$ cat config.mk
export PLATFORM = sky130hd
export DESIGN_NAME = pipe_hazard_ctrl
export DESIGN_NICKNAME = d
export VERILOG_FILES = /design/src/rtl/pipe_pkg.sv /design/src/rtl/fwd_sel.sv /design/src/rtl/pipe_hazard_ctrl.sv
export SDC_FILE = /design/constraint.sdc
export NUM_CORES = 1
export LEC_CHECK = 0
export ABC_AREA = 1
export CORE_MARGIN = 3
export CORE_UTILIZATION = 37
export CTS_BUF_LIST = sky130_fd_sc_hd__clkbuf_4 sky130_fd_sc_hd__clkbuf_8
export CTS_CLUSTER_SIZE = 30
export DETAILED_ROUTE_END_ITERATION = 10
export HOLD_SLACK_MARGIN = 0.05
export PLACE_DENSITY = 0.82
export SETUP_SLACK_MARGIN = 0.5
export SLEW_MARGIN = 15
export SYNTH_ARGS = -nofsm -noshare
export SYNTH_HDL_FRONTEND = slang
export SYNTH_SLANG_ARGS = --single-unit
$ cat constraint.sdc
create_clock -name clk -period 1.7 [get_ports clk]
set_input_delay 0.255 -clock clk [delete_from_list [all_inputs] [get_ports clk]]
set_output_delay 0.255 -clock clk [all_outputs]
set_load 0.05 [all_outputs]
$ cat src/rtl/pipe_pkg.sv
// rtl/pipe_pkg.sv - shared types and constants for the pipeline hazard unit
package pipe_pkg;

  localparam int PIPE_REG_W = 5;

  typedef enum logic {
    IDLE = 1'b0,
    BUSY = 1'b1
  } mc_state_t;

  localparam logic [1:0] FWD_RF  = 2'b00;
  localparam logic [1:0] FWD_WB  = 2'b01;
  localparam logic [1:0] FWD_MEM = 2'b10;

endpackage

$ cat src/rtl/fwd_sel.sv
// rtl/fwd_sel.sv - forwarding source select for one EXE operand
module fwd_sel
  import pipe_pkg::*;
#(
  parameter int REG_W = PIPE_REG_W
) (
  input  logic [REG_W-1:0] src,
  input  logic [REG_W-1:0] writereg_m,
  input  logic [REG_W-1:0] writereg_w,
  input  logic             regwrite_m,
  input  logic             regwrite_w,
  output logic [1:0]       sel
);

  // MEM holds the younger result, so it is checked before WB; r0 never forwards.
  always_comb begin
    sel = FWD_RF;
    if (regwrite_m && (writereg_m != '0) && (writereg_m == src)) begin
      sel = FWD_MEM;
    end else if (regwrite_w && (writereg_w != '0) && (writereg_w == src)) begin
      sel = FWD_WB;
    end
  end

endmodule

$ cat src/rtl/pipe_hazard_ctrl.sv
// rtl/pipe_hazard_ctrl.sv - stall/flush/forward control for IF/ID and ID/EXE
// Optional HAZ_PERF_CNT_EN adds saturating event counters.
module pipe_hazard_ctrl
  import pipe_pkg::*;
#(
  parameter int MC_LATENCY = 4,
  parameter int REG_W      = PIPE_REG_W
) (
  input  logic             clk,
  input  logic             reset,
  input  logic [REG_W-1:0] rs_d,
  input  logic [REG_W-1:0] rt_d,
  input  logic [REG_W-1:0] rs_e,
  input  logic [REG_W-1:0] rt_e,
  input  logic [REG_W-1:0] writereg_e,
  input  logic [REG_W-1:0] writereg_m,
  input  logic [REG_W-1:0] writereg_w,
  input  logic             regwrite_e,
  input  logic             regwrite_m,
  input  logic             regwrite_w,
  input  logic             memtoreg_e,
  input  logic             branch_taken_e,
  input  logic             mc_start_e,
  output logic             pc_en,
  output logic             ifid_en,
  output logic             ifid_clr,
  output logic             idex_en,
  output logic             idex_clr,
  output logic [1:0]       fwd_a_e,
  output logic [1:0]       fwd_b_e,
  output logic             mc_busy,
  output logic             mc_done
`ifdef HAZ_PERF_CNT_EN
  ,
  output logic [31:0]      perf_lu_cnt,
  output logic [31:0]      perf_flush_cnt,
  output logic [31:0]      perf_mc_cnt
`endif
);

  // The start cycle itself is not frozen, so the counter loads LATENCY-2.
  localparam logic [3:0] MC_LOAD = 4'(MC_LATENCY - 2);

  mc_state_t  state;
  logic [3:0] mc_cnt;
  logic       load_use;
  logic       flush;
  logic       bubble;

  always_ff @(posedge clk or posedge reset) begin
    if (reset) begin
      state   <= IDLE;
      mc_cnt  <= '0;
      mc_done <= 1'b0;
    end else begin
      mc_done <= 1'b0;
      case (state)
        IDLE: begin
          if (mc_start_e && !branch_taken_e) begin
            state  <= BUSY;
            mc_cnt <= MC_LOAD;
          end
        end
        BUSY: begin
          if (mc_cnt == 4'd0) begin
            state   <= IDLE;
            mc_done <= 1'b1;
          end else begin
            mc_cnt <= mc_cnt - 4'd1;
          end
        end
        default: state <= IDLE;
      endcase
    end
  end

  assign mc_busy  = (state == BUSY);
  assign load_use = memtoreg_e && regwrite_e && (writereg_e != '0) &&
                    ((writereg_e == rs_d) || (writereg_e == rt_d));
  assign flush    = !mc_busy && branch_taken_e;
  assign bubble   = !mc_busy && !branch_taken_e && load_use;

  always_comb begin
    pc_en    = 1'b1;
    ifid_en  = 1'b1;
    ifid_clr = 1'b0;
    idex_en  = 1'b1;
    idex_clr = 1'b0;
    if (mc_busy) begin
      pc_en   = 1'b0;
      ifid_en = 1'b0;
      idex_en = 1'b0;
    end else if (flush) begin
      ifid_clr = 1'b1;
      idex_clr = 1'b1;
    end else if (bubble) begin
      pc_en    = 1'b0;
      ifid_en  = 1'b0;
      idex_clr = 1'b1;
    end
  end

  fwd_sel #(.REG_W(REG_W)) u_fwd_a (
    .src        (rs_e),
    .writereg_m (writereg_m),
    .writereg_w (writereg_w),
    .regwrite_m (regwrite_m),
    .regwrite_w (regwrite_w),
    .sel        (fwd_a_e)
  );

  fwd_sel #(.REG_W(REG_W)) u_fwd_b (
    .src        (rt_e),
    .writereg_m (writereg_m),
    .writereg_w (writereg_w),
    .regwrite_m (regwrite_m),
    .regwrite_w (regwrite_w),
    .sel        (fwd_b_e)
  );

`ifdef HAZ_PERF_CNT_EN
  always_ff @(posedge clk or posedge reset) begin
    if (reset) begin
      perf_lu_cnt    <= '0;
      perf_flush_cnt <= '0;
      perf_mc_cnt    <= '0;
    end else begin
      if (bubble && (perf_lu_cnt != 32'hFFFF_FFFF)) begin
        perf_lu_cnt <= perf_lu_cnt + 32'd1;
      end
      if (flush && (perf_flush_cnt != 32'hFFFF_FFFF)) begin
        perf_flush_cnt <= perf_flush_cnt + 32'd1;
      end
      if (mc_busy && (perf_mc_cnt != 32'hFFFF_FFFF)) begin
        perf_mc_cnt <= perf_mc_cnt + 32'd1;
      end
    end
  end
`endif

endmodule

==> reports/summary.txt, run 1 <==
reg-to-reg critical path startpoint = mc_cnt[0]$_DFFE_PP0P_
Initial Util = 0.407
synthesized cell area = 840 um2
clock skew = 4.42 ps
Avg Synthesized Cell Area = 6.31 um2
global-route wire length before repair = 5260 um
Power Total = 0.00189 W
vias in the first global route = 1187
Crit Path Class = reg -> out
final worst path period need = 1480 ps
routed vias/inst = 5.38
global route total overflow = 0
Syn Inst Count = 133
Max Clk Rate = 0.674 GHz
EDFF count, synth = 0
slowest CP cell = dfrtp_2
VDD IR-drop max = 1230 uV
Main synth FF type = dfrtp_1
Worst Path Arrival = 1230 ps
clk_lat worst skew = 250 ps
Critical Path RT = 1440 ps
top fanout value on the critical path = 3
std cell rows = 16
Synth Warn # = 0
Yosys reg bits = 6
PwrDens = 1050 nW/um2
P&R area growth vs syn = 113%
GR Util met2 = 0.482
TritonCTS Buffers = 3
Vert. Die Dim = 53.6 um
Port Buffers = 53
Die W = 53.6 um
worst min-delay path class = in -> async
Max-Cap Viols = 0
Max Buffers Root-to-Sink = 2
Core Area = 2060 um2
Yosys cell types = 24
GP Congestion = 0.911
worst path cell trace = buf_4 > nor2_4 > inv_1 > nand2_2 > buf_12
DRT Pass-1 Iters = 4
DP Worst Slack = -242 ps
worst setup path start = mc_busy$_DFF_PP0_
nets = 243
GRT Util Overall = 0.257
RSZ-0062 raised after global routing = true
status = completed
H-tree levels = 1
Syn Nets = 177
post-route setup slack = 216 ps
Critical Path Max Stage Delay = 410 ps
GR Util met1 = 0.252
share of cells above drive strength 1 = 0.551
placed cell areas = 1600 um2
CTS tree = yes
Hold Vio Cnt, Final = 0
final core utilization = 0.868
largest net degree at the start of global routing = 9
Worst setup SP type = register
starting DRC count in detailed routing = 26
asr flop ratio synth = 1.00
Final Max Tran Viols = 0
final instance area = 1790 um2
post-synthesis sequential area ratio = 0.179
relative slew slack = 0.809
Post-route DRC = 0
routed length per instance = 17.4 um
Crit. End Element = primary output
Total Wirelength = 3910 um
met3 Resource Use GR = 0.0748
static leakage = 0.889 nW
post-route antenna net violation count = 0
full die area = 2880 um2
DP Wirelength = 2550 um
Most Crowded Layer GR = met2
Boundary Pins = 54
routed vias = 1211
fill count = 117
period utilisation layout = 0.873
ant diodes = 0
hold buffers post-CTS = 0
Worst Tran Pin Value = 286 ps
clk slew on worst S/H paths = 60 ps
CTS sink count = 6
# setup viols final = 0
Root Buffer = clkbuf_4
initial antenna violation count = 0
-- final timing paths --
kind | end | slack, ps | cells after the start
min in group clk | mc_busy$_DFF_PP0_ | 570 | 4
max in group asynchronous | mc_busy$_DFF_PP0_ | 1200 | 2
max | idex_clr | 220 | 5
max reg2reg | mc_cnt[3]$_DFFE_PP0P_ | 480 | 7
min reg2reg | mc_cnt[2]$_DFFE_PP0P_ | 570 | 2
min | mc_done$_DFF_PP0_ | 280 | 2
-- metal layers --
layer | share of wire | wire, um
met1 | 0.35 | 1360
met2 | 0.54 | 2110
met3 | 0.054 | 211
met4 | 0.059 | 229
met5 | 0 | 0
-- layout by cell type (no fill, tap or decap), types with 4 or more instances in the layout --
cell,instances
clkbuf_2,6
nor2_1,12
inv_1,10
buf_8,4
nand4_1,5
nor2_4,5
buf_12,11
dfrtp_1,5
buf_4,12
nand2_2,5
o21ai_1,4
clkbuf_4,4
xor2_1,8
nand2_1,27
inv_2,11
dlygate4sd2_1,6
buf_6,9
buf_2,11
xnor2_2,9
nand3_1,4
-- power breakdown --
group	leakage, nW	internal (W)	switching [W]
combinational	0.798	0.000662	0.000802
sequential	0.0727	0.000204	0.0000498
clock	0.0184	0.000106	0.0000629
-- registers in the layout, indices dropped and copies added, names as in the netlist --
signal / count
mc_cnt: 4
mc_busy: 1
mc_done: 1
-- what timing repair did --
action	4_1_cts	5_1_grt
gates cloned	0	0
pin swaps	50	18
endpoints found under the setup margin	14	13
resized for setup	169	31
buffers inserted	3	5
-- final cells by class --
cell class	instances	area, um2	area share
clock buffer	4	30.0	0.0168
inverter	23	92.6	0.0517
multi-input combinational	102	833	0.465
sequential	6	151	0.0846
tap	27	33.8	0.0189
timing repair buffer	63	649	0.363
-- per-stage QoR --
step           TNS (ps)  hold slack, ps  instances
2_1_floorplan     -13.4            45.9        133
3_3_place_gp       -847             482        213
3_5_place_dp      -1320             483        213
4_1_cts               0             225        220
5_1_grt               0             279        225
6_report              0             282        225
-- cells in the mapped netlist, types with 2 or more instances --
library cell   n  area share
a21oi_1        2       0.012
dfrtp_1        6        0.18
inv_1         13       0.058
inv_2          8       0.036
nand2_1       32        0.14
nand3_1        7       0.042
nand4_1        5       0.037
nor2_1        20       0.089
nor3_2         2       0.024
o21ai_1        4       0.024
xnor2_1       14        0.15
xor2_1         8       0.083
-- logic make-up (layout without fill, tap and decap cells) --
kind of cell               Yosys count  after routing  share of synthesized area
buffers and inverters               25             90                      0.128
AOI/OAI and AO/OA                    8              8                     0.0537
adders and majority gates            1              1                     0.0149
DFF                                  6              6                      0.179
xor gates and xnor gates            22             22                      0.230
and+or+nand+nor                     71             71                      0.395
-- worst max-delay path: cells and delay by family (launching register included) --
kind	cells	cell delay, ps
buffers and inverters	3	360
flip-flops	1	410
AND/OR/NAND/NOR	2	200
Note: power is estimated with default switching activity, not from simulation.
==> run 2, diff against run 1 <==
- CORE_UTILIZATION: 37 -> 40
- PLACE_DENSITY: 0.82 -> 0.83
- SYNTH_HIERARCHICAL: unset -> 1
==> reports/summary.txt, run 2 <==
GRT Util Overall = 0.215 (-0.0418)
std cell rows = 17 (+1)
static leakage = 0.997 nW (+12%)
placed cells = 274 (+29%)
Yosys cell types = 21 (-13%)
Critical Path Max Stage Delay = 420 ps (about the same)
vias in the first global route = 1321 (+11%)
top cell type's share of synthesized area = 0.261 (+0.0824)
nets = 298 (+23%)
share of cells above drive strength 1 = 0.565 (+0.0147)
GP Congestion = 0.814 (-11%)
Worst Path Arrival = 1270 ps (+40 ps)
Total Wirelength = 3700 um (-5.3%)
Post-route DRC = 0 (unchanged)
clk slew on worst S/H paths = 50 ps (about the same)
DP Wirelength = 2450 um (-3.9%)
most common cell after layout, fill and taps aside = nand2_1
ranking of synthesized cells by area = nand2_1 (26%), dfrtp_1 (15%), inv_1 (15%)
DRT Pass-1 Iters = 4 (unchanged)
worst min-delay path class = in -> async
PwrDens = 804 nW/um2 (-24%)
Max Buffers Root-to-Sink = 2 (unchanged)
EDFF count, synth = 0 (unchanged)
most common cell in the netlist = nand2_1
ant diodes = 0 (unchanged)
Worst Path Buf+Inv = 2 (-1)
Initial Util = 0.433 (+0.0262)
hold buffers post-CTS = 0 (unchanged)
synthesized cell area = 977 um2 (+16%)
cell family with most CP delay = flip-flops
Power Total = 0.00153 W (-19%)
placed cell areas = 1700 um2 (+5.9%)
RSZ-0062 raised after global routing = true
Core Area = 2250 um2 (+9.3%)
# setup viols final = 0 (unchanged)
Worst Tran Pin Value = 246 ps (-40.1 ps)
Main synth FF type = dfrtp_1
Max-Cap Viols = 0 (unchanged)
most common library cells after synthesis = nand2_1 (68), inv_1 (39), nor2_1 (26)
Yosys reg bits = 6 (unchanged)
global-route wire length before repair = 5600 um (+6.4%)
period utilisation layout = 0.899 (+0.0254)
Hold WS = 225 ps (-56.9 ps)
Syn Nets = 237 (+34%)
global route total overflow = 0 (unchanged)
asr flop ratio synth = 1.00 (unchanged)
Critical Path RT = 1440 ps (about the same)
Vert. Die Dim = 55.4 um (+3.3%)
slowest CP cell = dfrtp_2
final instance area = 1900 um2 (+6.1%)
post-route antenna net violation count = 0 (unchanged)
Crit. End Element = primary output
clk_lat worst skew = 260 ps (about the same)
CTS tree = yes
top fanout value on the critical path = 2 (-1)
Avg Synthesized Cell Area = 5.06 um2 (-20%)
final worst path period need = 1530 ps (+43.2 ps)
Root Buffer = clkbuf_4
number of flip-flops in the largest register = 4 (unchanged)
Worst setup SP type = register
worst path cell trace = nor3_2 > o21ai_1 > inv_2 > nand2_2 > nand2_2 > buf_12
final cell count without fillers = 281 (+25%)
largest register by flop count = mc_cnt
initial antenna violation count = 0 (unchanged)
Hold Vio Cnt, Final = 0 (unchanged)
status = completed
clock skew = 10.7 ps (+6.30 ps)
routed vias/inst = 4.92 (-8.6%)
Port Buffers = 53 (unchanged)
Syn Inst Count = 193 (+45%)
Boundary Pins = 54 (unchanged)
Final Max Tran Viols = 0 (unchanged)
most frequent CP cell = nand2_2
Die W = 55.4 um (+3.3%)
relative slew slack = 0.834 (+0.0256)
starting DRC count in detailed routing = 42 (+62%)
TritonCTS Buffers = 3 (unchanged)
VDD IR-drop max = 1010 uV (-18%)
largest net degree at the start of global routing = 9 (unchanged)
CTS sink count = 6 (unchanged)
Synth Warn # = 6 (+6)
most frequent cells in the layout = nand2_1 (40), nand2_2 (28), inv_1 (21)
post-synthesis sequential area ratio = 0.154 (-0.0252)
Synth area leader = nand2_1
Max Clk Rate = 0.655 GHz (-2.8%)
Crit Path Class = reg -> out
P&R area growth vs syn = 94.4%
routed length per instance = 13.2 um (-24%)
routed vias = 1383 (+14%)
H-tree levels = 1 (unchanged)
TNS Setup = 0 ps (unchanged)
full die area = 3070 um2 (+6.8%)
run 2: cell types whose count changed after synthesis, moves of 2 or more:
cell,before,now
a21boi_0,0,2
inv_1,13,39
nand2_1,32,68
nand3_1,7,12
nand4_1,5,0
nor2_1,20,26
nor2_2,0,6
nor3_2,2,0
o21ai_0,0,6
xnor2_1,14,3
xor2_1,8,2
run 2: area by class of cell:
| class | count | area [um2] |
|---|---|---|
| Multi-Input combinational cell | 138 | 848 |
| Timing Repair Buffer | 58 | 636 |
| Fill cell | 133 | 355 |
| Inverter | 47 | 199 |
| Sequential cell | 6 | 151 |
| Tap cell | 28 | 35.0 |
| Clock buffer | 4 | 30.0 |
run 2: what timing repair did:
action / CTS / global route
endpoints found under the setup margin: 12 / 13
buffers inserted: 1 / 2
endpoints found under the hold margin: 0 / 0
gates cloned: 0 / 0
pin swaps: 54 / 41
gates resized for setup: 179 / 77
run 2: final timing paths:
check                                       from                     to  slack (ps)  depth (start not counted)
max                            mc_busy$_DFF_PP0_               idex_clr         170                          6
min                                        reset  mc_cnt[0]$_DFFE_PP0P_         220                          2
max reg2reg                mc_cnt[0]$_DFFE_PP0P_  mc_cnt[1]$_DFFE_PP0P_         530                          7
min reg2reg                mc_cnt[3]$_DFFE_PP0P_  mc_cnt[3]$_DFFE_PP0P_         550                          2
max in group asynchronous                  reset      mc_busy$_DFF_PP0_        1270                          2
min in group clk           mc_cnt[3]$_DFFE_PP0P_  mc_cnt[3]$_DFFE_PP0P_         550                          2
run 2: logic make-up (layout without fill, tap and decap cells):
group,Yosys count,count (layout),share of synthesized area
XOR/XNOR,5,5,0.0448
AO/OA/AOI/OAI,16,16,0.0909
AND/OR/NAND/NOR,116,116,0.499
flip-flops,6,6,0.154
adder cells (fa/ha/maj),1,1,0.0128
buffers and inverters,49,109,0.198
run 2: where the power goes:
part / internal (W) / switching, W
logic: 0.000495 / 0.000606
registers: 0.000209 / 0.0000559
clock network: 0.000105 / 0.0000573
run 2: metrics by stage:
stage                      util  setup slack (ps)
after floorplan               -             -13.2
after detailed placement  0.752              -163
after CTS                 0.794               160
final                     0.842               172
after global routing      0.842               123
after global placement    0.752              -143
run 2: routing by layer:
layer	track usage	vias to the layer above	share of wire
li1	-	690	-
met1	0.272	621	0.39
met2	0.375	57	0.52
met3	0.0444	15	0.049
met4	0.0417	0	0.041
met5	0	-	0
